### config.mk
export PLATFORM = sky130hd
export DESIGN_NAME = pulse_hs_tx
export DESIGN_NICKNAME = d
export VERILOG_FILES = /design/src/rtl/pulse_hs_tx.sv
export SDC_FILE = /design/constraint.sdc
export NUM_CORES = 1
export LEC_CHECK = 0
export CAP_MARGIN = 20
export CORE_AREA = 4 4 41 43
export CTS_CLUSTER_DIAMETER = 40
export DETAILED_ROUTE_END_ITERATION = 10
export DIE_AREA = 0 0 45 47
export PLACE_DENSITY = 0.72
export SLEW_MARGIN = 15
export SYNTH_ARGS = -nofsm -noshare
export SYNTH_HDL_FRONTEND = slang
export SYNTH_SLANG_ARGS = --single-unit
### constraint.sdc
create_clock -name clk -period 2.9 [get_ports clk]
set_input_delay 0.58 -clock clk [delete_from_list [all_inputs] [get_ports clk]]
set_output_delay 0.58 -clock clk [all_outputs]
set_load 0.05 [all_outputs]
### src/rtl/pulse_hs_tx.sv
// Transmit side of a four-phase pulse-crossing handshake: queues local event
// pulses and launches each as a req level. Optional overflow flag: PULSE_HS_TX_OVF_EN.
module pulse_hs_tx #(
  parameter int unsigned CNT_W = 4
) (
  input  logic             clk,
  input  logic             rst_b,
  input  logic             src_pulse_i,
  input  logic             ack_async_i,
  input  logic             ovf_clr_i,
  output logic             req_o,
  output logic             busy_o,
  output logic [CNT_W-1:0] pend_cnt_o,
  output logic             ovf_o
);

  typedef enum logic [1:0] {
    ST_IDLE = 2'd0,
    ST_REQ  = 2'd1,
    ST_DROP = 2'd2
  } state_e;

  state_e           state_q, state_d;
  logic             req_q, req_d;
  logic [CNT_W-1:0] cnt_q, cnt_d;
  logic             ack_s1_q, ack_s2_q;
  logic             launch;
  logic             ovf_set;

  // Two-flop synchroniser for the remote acknowledge
  always_ff @(posedge clk) begin
    if (!rst_b) begin
      ack_s1_q <= 1'b0;
      ack_s2_q <= 1'b0;
    end else begin
      ack_s1_q <= ack_async_i;
      ack_s2_q <= ack_s1_q;
    end
  end

  // Handshake state, request level and pending counter
  always_ff @(posedge clk) begin
    if (!rst_b) begin
      state_q <= ST_IDLE;
      req_q   <= 1'b0;
      cnt_q   <= '0;
    end else begin
      state_q <= state_d;
      req_q   <= req_d;
      cnt_q   <= cnt_d;
    end
  end

  always_comb begin
    state_d = state_q;
    req_d   = req_q;
    launch  = 1'b0;
    case (state_q)
      ST_IDLE: begin
        if (cnt_q != '0) begin
          state_d = ST_REQ;
          req_d   = 1'b1;
          launch  = 1'b1;
        end
      end
      ST_REQ: begin
        req_d = 1'b1;
        if (ack_s2_q) begin
          state_d = ST_DROP;
          req_d   = 1'b0;
        end
      end
      ST_DROP: begin
        req_d = 1'b0;
        if (!ack_s2_q) begin
          state_d = ST_IDLE;
        end
      end
      default: begin
        state_d = ST_IDLE;
        req_d   = 1'b0;
      end
    endcase
  end

  // Saturating pending count; a pulse at full count without a launch is dropped
  always_comb begin
    cnt_d   = cnt_q;
    ovf_set = 1'b0;
    if (src_pulse_i && !launch) begin
      if (&cnt_q) begin
        ovf_set = 1'b1;
      end else begin
        cnt_d = cnt_q + CNT_W'(1);
      end
    end else if (!src_pulse_i && launch) begin
      cnt_d = cnt_q - CNT_W'(1);
    end
  end

`ifdef PULSE_HS_TX_OVF_EN
  logic ovf_q, ovf_d;

  // Sticky overflow; a new drop outranks a clear in the same cycle
  always_comb begin
    ovf_d = ovf_q;
    if (ovf_clr_i) begin
      ovf_d = 1'b0;
    end
    if (ovf_set) begin
      ovf_d = 1'b1;
    end
  end

  always_ff @(posedge clk) begin
    if (!rst_b) begin
      ovf_q <= 1'b0;
    end else begin
      ovf_q <= ovf_d;
    end
  end

  assign ovf_o = ovf_q;
`else
  logic unused_ovf;
  assign unused_ovf = ovf_clr_i ^ ovf_set;
  assign ovf_o      = 1'b0;
`endif

  assign req_o      = req_q;
  assign busy_o     = (state_q != ST_IDLE);
  assign pend_cnt_o = cnt_q;

endmodule

==> metrics.txt <==
Hold WS 0.432 ns; pre-CTS setup slack 0.455 ns; largest cells by area after synthesis dfxtp_1 36%, mux2i_1 5.9%, ha_1 5.0%; sequential area share after synthesis about 36%; top cell type's share of synthesized area 35.6%; first-pass GRT wire length 1550 um; Unique masters post-synth 29; pwr dens 1240 mW/mm^2; post_cts resized 0; critical path class register to primary output; yosys warns 0; Core Footprint 0.00130 mm^2; Post-Syn Area 505 um^2; DRT antenna net count 0; r2r endpoint pend_cnt_o[3]; reg2reg path depth 7; WP buf/inv 1; Layout Skew 0.0102 ns; ANT cells 0; port bufs 9; CP max FO 5; Post-DP HPWL 701 um; Die Ht 47 um; TritonCTS clock tree built; Initial Util 38.8%; startpoint types register; area leader, netlist dfxtp_1; WL per Instance 11.8 um; DRC Markers 0; final wirelength 932 um; max cap viols 0; Slew Limit Fails 0; initial drt markers 6; Die ar. approximately 0.0021 mm^2; Top Family by Delay on Critical Path buffers and inverters; post-synthesis register bit count 9; r2r startpoint state_q[0]; worst skew pair latency 0.27 ns; max incr delay on CP 0.85 ns; Worst EP required around 2.3 ns; antenna violations before repair 0; HP Class register to register; Final Net Count 73; clk sinks 9; clock-pin slew on the worst setup and hold paths 0.06 ns; Overall Power 762 uW; Max Fclk 428 MHz; Ports 12; final setup vio count 0; hold path depth 1; largest net degree at the start of global routing 13; final hold vios 0; VDD IR max 0.495 mV; GRT Overall Usage between 10% and 20%; htree depth 1; RSZ-0062 raised after global routing no; Avg Synthesized Cell Area between 9 and 10 um^2; min Tclk post-route 2.34 ns; area grow syn2layout 22.0%; status finished, final reports clean; grt ovf 0; CTS root buf clkbuf_4; HP Start ack_s1_q; Vias/cell 4.94; TritonRoute pass-1 iters 3; Clock Tree Buf Depth 2; syn_nets 62; leak pwr 0.000258 uW; crit-path cells or2_0, clkdlybuf4s50_1; Hold Path Sink ack_s2_q; Rel. slew slack 65.3%; Crit-path slowest cell clkdlybuf4s50_1; vias in the first global route 370; Syn Inst Count 54; Worst R2R Setup Slack 0.68 ns; CP arrival 1.76 ns; GPL Wtd Cong between 0.7 and 0.8; Die Span X between 40 and 50 um; Final period util 80.6%; CTS Buf Count 3; Vias 390; Setup Buffers After CTS 0; crit end category primary output; number of hold buffers added after CTS 0; Final WS setup between 0.5 and 0.6 ns; layout cell share with drive strength beyond 1 9.38%; number of cell rows 13; Setup TNS Final 0 ns; worst-margin pin slew approximately 0.52 ns
==> synthesized netlist by cell type <==
cell type,instances
or2_0,1
buf_4,1
mux2i_1,3
or3_4,1
and3_1,1
and2_4,1
o221ai_1,1
o21a_1,1
nor2b_1,1
a21oi_1,4
buf_2,1
nor2_1,3
buf_6,1
nor4_2,1
nand2_1,5
conb_1,1
nand4_1,1
ha_1,2
nand3_1,1
o211ai_1,1
o21ai_0,1
a211oi_1,1
and2_1,3
o211a_1,1
dfxtp_1,9
xor2_1,2
fa_1,1
nand3b_1,2
nand2b_1,2
==> layout make-up <==
class	count	area, um^2
fill	128	684
multi-input combinational	42	302
sequential	9	180
timing repair buffer	9	90.1
clock buffer	4	26.3
tap	15	18.8
==> kinds of logic after synthesis <==
| group | count (synthesis) | share of synthesized area (%) |
|---|---|---|
| AO/OA/AOI/OAI | 10 | 13.1 |
| XOR/XNOR | 2 | 3.47 |
| adder cells (fa/ha/maj) | 3 | 8.91 |
| buffers and inverters | 3 | 4.70 |
| flip-flops | 9 | 35.6 |
| multiplexers | 3 | 5.94 |
| other | 1 | 0.742 |
| AND/OR/NAND/NOR | 23 | 27.5 |
==> how the worst max path moves through the flow <==
stage	from	endpoint	cells after the start
2_1_floorplan	pend_cnt_o[0]	pend_cnt_o[3]	7
3_3_place_gp	src_pulse_i	pend_cnt_o[3]	7
3_5_place_dp	src_pulse_i	pend_cnt_o[3]	7
4_1_cts	state_q[0]	busy_o	2
5_1_grt	state_q[0]	busy_o	2
6_report	state_q[0]	busy_o	2
==> layout by cell type (no fill, tap or decap) <==
cell type | synthesis | layout
o211ai_1 | 1 | 1
nor2b_1 | 1 | 1
and2_4 | 1 | 1
nand3b_1 | 2 | 2
or3_4 | 1 | 1
dfxtp_1 | 9 | 9
o21a_1 | 1 | 1
nor4_2 | 1 | 1
fa_1 | 1 | 1
o221ai_1 | 1 | 1
or2_0 | 1 | 1
a211oi_1 | 1 | 1
nand2_1 | 5 | 5
clkdlybuf4s50_1 | 0 | 9
a21oi_1 | 4 | 4
and3_1 | 1 | 1
and2_1 | 3 | 3
nand3_1 | 1 | 1
clkbuf_4 | 0 | 3
nor2_1 | 3 | 3
o211a_1 | 1 | 1
nand4_1 | 1 | 1
xor2_1 | 2 | 2
ha_1 | 2 | 2
conb_1 | 1 | 1
clkbuf_1 | 0 | 1
nand2b_1 | 2 | 2
mux2i_1 | 3 | 3
o21ai_0 | 1 | 1
==> power by group <==
| part | internal (uW) | switching (uW) | total, uW |
|---|---|---|---|
| clock network | 53.1 | 47.3 | 100 |
| logic | 187 | 267 | 454 |
| registers | 160 | 47.8 | 208 |
==> flip-flops by register name, indices dropped and copies added (netlist names) <==
signal / count
pend_cnt_o: 4
state_q: 2
ack_s1_q: 1
ack_s2_q: 1
req_o: 1
==> routing by layer <==
metal,part of all wire (%),wire [um],vias to the layer above,track usage (%)
li1,-,-,208,-
met1,45,421,172,13.0
met2,48,450,6,15.0
met3,4.7,44,4,3.83
met4,1.6,15,0,7.02
met5,0,0,-,0
==> metrics by stage <==
stage,util (%),area (um^2),instances
after detailed placement,45.4,591,75
final,47.4,617,79
after floorplan,-,505,54
after global placement,45.4,591,75
after global routing,47.4,617,79
after CTS,47.4,617,79
No activity file was read; power rests on OpenSTA's default activity.
